<file path="config.mk">
export PLATFORM = sky130hd
export DESIGN_NAME = mux_sel_scanner
export DESIGN_NICKNAME = d
export VERILOG_FILES = /design/src/rtl/mux_sel_scanner_pkg.sv /design/src/rtl/mux_sel_scanner_dwell_divider.sv /design/src/rtl/mux_sel_scanner.sv
export SDC_FILE = /design/constraint.sdc
export NUM_CORES = 1
export LEC_CHECK = 0
export CAP_MARGIN = 20
export CORE_UTILIZATION = 50
export DETAILED_ROUTE_END_ITERATION = 10
export DONT_BUFFER_PORTS = 1
export SYNTH_ARGS = -nofsm -noshare
export SYNTH_HDL_FRONTEND = slang
export SYNTH_SLANG_ARGS = --single-unit
</file>
<file path="constraint.sdc">
create_clock -name clk -period 4.7 [get_ports clk]
set_input_delay 1.41 -clock clk [delete_from_list [all_inputs] [get_ports clk]]
set_output_delay 1.41 -clock clk [all_outputs]
set_load 0.01 [all_outputs]
</file>
<file path="src/rtl/mux_sel_scanner_pkg.sv">
// Shared week4 definitions for the mux select scanner: state encoding,
// the default select width and the dwell-counter sizing helper.
package mux_sel_scanner_pkg;

   localparam int SEL_W_DEFAULT = 4;

   typedef enum logic [1:0] {
      ST_IDLE = 2'd0,
      ST_RUN  = 2'd1,
      ST_DONE = 2'd2
   } scan_state_t;

   // A dwell of 1 or 2 cycles still needs a one-bit counter.
   function automatic int div_cnt_width(input int clk_div);
      return (clk_div <= 2) ? 1 : $clog2(clk_div);
   endfunction

endpackage

</file>
<file path="src/rtl/mux_sel_scanner_dwell_divider.sv">
// Dwell counter for the select scanner: counts 0..CLK_DIV-1 and raises a
// registered terminal-count pulse during the final dwell cycle.
module dwell_divider
   import mux_sel_scanner_pkg::*;
#(
   parameter int CLK_DIV = 4
) (
   input  logic clk,
   input  logic rst,
   input  logic clear,
   input  logic enable,
   input  logic arm,
   output logic tc
);

   localparam int CNT_W = div_cnt_width(CLK_DIV);
   localparam logic [CNT_W-1:0] CNT_MAX = CNT_W'(CLK_DIV - 1);

   logic [CNT_W-1:0] cnt_q;
   logic [CNT_W-1:0] cnt_next;

   always_comb begin
      cnt_next = cnt_q;
      if (clear) begin
         cnt_next = '0;
      end else if (enable) begin
         cnt_next = (cnt_q == CNT_MAX) ? '0 : cnt_q + CNT_W'(1);
      end
   end

   // The pulse is decided from the count the next cycle will hold, so it is
   // a flop yet lines up exactly with the terminal dwell cycle.
   always_ff @(posedge clk or posedge rst) begin
      if (rst) begin
         cnt_q <= '0;
         tc    <= 1'b0;
      end else begin
         cnt_q <= cnt_next;
         tc    <= arm && (cnt_next == CNT_MAX);
      end
   end

endmodule

</file>
<file path="src/rtl/mux_sel_scanner.sv">
// Select sequencer for the week4 16-to-1 mux: steps sel across a latched
// range at a fixed dwell, strobing sample_en on the last cycle of each value.
module mux_sel_scanner
   import mux_sel_scanner_pkg::*;
#(
   parameter int CLK_DIV = 4,
   parameter int SEL_W   = SEL_W_DEFAULT
) (
   input  logic             clk,
   input  logic             rst,
   input  logic             start,
   input  logic             stop,
   input  logic             mode,
   input  logic [SEL_W-1:0] first_sel,
   input  logic [SEL_W-1:0] last_sel,
   output logic [SEL_W-1:0] sel,
   output logic             sample_en,
   output logic             busy,
   output logic             wrap,
   output logic             done
);

   scan_state_t      state_q;
   scan_state_t      state_next;
   logic [SEL_W-1:0] sel_next;
   logic [SEL_W-1:0] first_q;
   logic [SEL_W-1:0] first_next;
   logic [SEL_W-1:0] last_q;
   logic [SEL_W-1:0] last_next;
   logic             mode_q;
   logic             mode_next;
   logic             wrap_next;
   logic             div_clear;
   logic             div_enable;

   dwell_divider #(
      .CLK_DIV(CLK_DIV)
   ) u_divider (
      .clk    (clk),
      .rst    (rst),
      .clear  (div_clear),
      .enable (div_enable),
      .arm    (state_next == ST_RUN),
      .tc     (sample_en)
   );

   // The strobe cycle doubles as the advance point; a stop in that same
   // cycle wins, so the strobe is still seen but sel does not move.
   always_comb begin
      state_next = state_q;
      sel_next   = sel;
      first_next = first_q;
      last_next  = last_q;
      mode_next  = mode_q;
      wrap_next  = 1'b0;
      div_clear  = 1'b0;
      div_enable = 1'b0;
      unique case (state_q)
         ST_IDLE: begin
            if (start) begin
               first_next = first_sel;
               last_next  = last_sel;
               mode_next  = mode;
               sel_next   = first_sel;
               div_clear  = 1'b1;
               state_next = ST_RUN;
            end
         end
         ST_RUN: begin
            if (stop) begin
               state_next = ST_DONE;
            end else if (sample_en) begin
               div_clear = 1'b1;
               if (sel != last_q) begin
                  sel_next = sel + SEL_W'(1);
               end else if (mode_q) begin
                  sel_next  = first_q;
                  wrap_next = 1'b1;
               end else begin
                  state_next = ST_DONE;
               end
            end else begin
               div_enable = 1'b1;
            end
         end
         ST_DONE: begin
            state_next = ST_IDLE;
         end
         default: begin
            state_next = ST_IDLE;
         end
      endcase
   end

   always_ff @(posedge clk or posedge rst) begin
      if (rst) begin
         state_q <= ST_IDLE;
         sel     <= '0;
         first_q <= '0;
         last_q  <= '0;
         mode_q  <= 1'b0;
         busy    <= 1'b0;
         wrap    <= 1'b0;
         done    <= 1'b0;
      end else begin
         state_q <= state_next;
         sel     <= sel_next;
         first_q <= first_next;
         last_q  <= last_next;
         mode_q  <= mode_next;
         busy    <= (state_next == ST_RUN);
         wrap    <= wrap_next;
         done    <= (state_next == ST_DONE);
      end
   end

endmodule

</file>
==> impl_metrics.toml <==
[layout]
finalNetCount = 108
n_antenna_cell = 0
final_cells = 119
area_growth_syn_to_layout_pct = 4.866
layout_common_cells = "dfrtp_1, nand2_1, mux2_2, nor2_1"
drive_gt1_frac = 0.1848
post-route-util = 0.5554
final_common_cell = "dfrtp_1"

[sta]
finClkSkew_ns = 0.003980
worst_pin_slew_ns = 0.7674
tns_ns = 0
fmax_mhz = 436.3
rsz0062_at_grt = "false"
maxSlewViolCount = 0
setup_viol = 0
hold_viol = 0
maxSlewHeadroom = 0.4878
fin_crit_sh = 0.4877
period_minus_slack_ns = 2.292

[worst_setup_path]
crit_start = "sel[0]"
path_class = "reg2out"
start_kind = "flip-flop"
r2r-start = "sel[0]"
critPathRequiredTime_ns = 3.29
cp-end-kind = "output port"
rr_endpoint = "sel[1]"
r2r_slack_ns = 2.94
crit_end = "sel[0]"
cp.arrival_ns = 0.88
path_depth = 0
reg2reg_depth = 5
cp_max_fo = 7

[clock_network]
cts_setup_buffers = 0
cts_tree = "done"
clockBufferDepth = 2
cts_hold_buf = 0
cts.clk_slew.worst_paths_ns = 0.12
clkSinkCount = 21
cts_root_buf = "clkbuf_4"
cts_buffers = 3
clk_latency_ns = 0.30
ctsResizeCount = 0
htreeDepth = 1

[routing]
routedWlPerCell_um = 14.82
dr.pass1.iters = 4
via_per_inst = 5.630
num_vias = 670
antenna_left = 0
drc = 0
wirelength_um = 1764
drt_iter0_markers = 9

[pwr]
p_seq_frac = 0.500
vdd_drop_max_uv = 366.9
combPwrFrac = 0.367
switchingPower_w = 0.0002540
clockPowerShare = 0.134
leakage_nw = 0.4651
swShare = 0.3909
powerDensity_mw_per_mm2 = 602.5
intPower_w = 0.0003958

[logic_synthesis]
syn_nets = 105
syn_avg_cell_area_um2 = 11.43
synth_largest_area_cell = "dfrtp_1"
syn_inst = 90
synth_warnings = 0
syn-cell-area_mm2 = 0.001028
yosysUniqueCellTypes = 30
yosysSeqAreaShare = 0.5109
synth_top_area_share = 0.5109
synth_area_leaders = "dfrtp_1, mux2_2, xnor2_1"
ys_ff_latch = 21

[global_route]
gr-usage-all-layers = 0.1942
grt_pass1_wl_um = 2946
grt_overflow_total = 0
grt_max_degree = 22
grt_pass1_vias = 690
antenna_found_initial = 0

[die]
dieArea_mm2 = 0.002243
start_util = 0.5296
ios = 21
rows = 16
core-area_mm2 = 0.001942
die_x_um = 47.36
dieHeight_um = 47.36

[placement]
dp.cells = 115
post-dp-hpwl_um = 1264
portBuffers = 0
gp_congestion = 0.7459

[outcome]
status = "finished, final reports clean"

[hold_path]
hold_class = "reg2reg"

[job]
drv_cap = 0
==> per-layer routing <==
layer / vias to the layer above / wire, µm / track usage
li1: 322 / - / -
met1: 327 / 765 / 0.2311
met2: 19 / 879 / 0.3205
met3: 2 / 106 / 0.07308
met4: 0 / 13 / 0.06857
met5: - / 0 / 0
==> cell type report <==
type	instances	area (µm²)
Tap cell	27	33.78
Clock buffer	4	26.28
Fill cell	180	863.3
Sequential cell	21	525.5
Inverter	4	15.01
Multi-Input combinational cell	63	478.0
==> power groups by stage <==
| stage | Sequential, W | Combinational, W | Clock (W) |
|---|---|---|---|
| after floorplan | 0.000310 | 0.000209 | 0 |
| after global placement | 0.000329 | 0.000234 | 0 |
| after detailed placement | 0.000331 | 0.000239 | 0 |
| after CTS | 0.000327 | 0.000241 | 0.0000902 |
| after global routing | 0.000336 | 0.000265 | 0.0000980 |
| final | 0.000325 | 0.000238 | 0.0000870 |
==> how the worst min path moves through the flow <==
stage | startpoint | end | slack [ns] | depth (start not counted)
floorplan | last_q[0] | last_q[0] | 0.48 | 1
global placement | first_q[3] | first_q[3] | 0.49 | 1
detailed placement | first_q[2] | first_q[2] | 0.50 | 1
CTS | first_q[2] | first_q[2] | 0.52 | 1
global route | state_q[1] | busy | 0.55 | 1
finish | first_q[2] | first_q[2] | 0.52 | 1
==> synth_stat cells <==
library cell  instances
mux2_4                1
mux2_2                6
mux2_1                1
xor2_1                1
a21o_1                1
nand3_1               2
ha_1                  2
xnor2_1               5
and4_4                1
nor3_1                1
nor2_2                1
nor2_1                6
o21ai_0               5
inv_1                 4
o21a_1                2
a31oi_4               1
nand3b_1              2
a221oi_1              1
and3_1                1
o211ai_2              2
nand2_1               7
a21oi_1               4
buf_2                 2
dfrtp_1              21
o211ai_1              1
nor3_2                1
mux2i_1               2
nand4_1               3
nand2b_1              2
a31oi_2               1
==> kinds of logic after synthesis <==
kind of cell,share of synthesized area
simple gates,0.1399
flops,0.5109
compound gates,0.1387
mux,0.1107
xor+xnor,0.05109
buf+inv,0.02433
fa+ha+maj,0.02433
==> flip-flops by register name, summed over array words and instances, names as in the netlist <==
signal and count:
u_divider.tc 1, wrap 1, first_q 4, done 1
mode_q 1, u_divider.cnt_q 2, state_q 2, busy 1
last_q 4, sel 4
==> stage by stage <==
step                total power (W)  hold WS [ns]  area, µm²  setup slack (ns)
floorplan                 0.0005194        0.4798       1028             2.284
global placement          0.0005629        0.4949       1052             2.170
detailed placement        0.0005704        0.4961       1052             2.158
CTS                       0.0006580        0.5228       1079             2.397
global route              0.0006992        0.5485       1079             2.368
finish                    0.0006498        0.5168       1079             2.408
No activity file was read; power rests on OpenSTA's default activity.
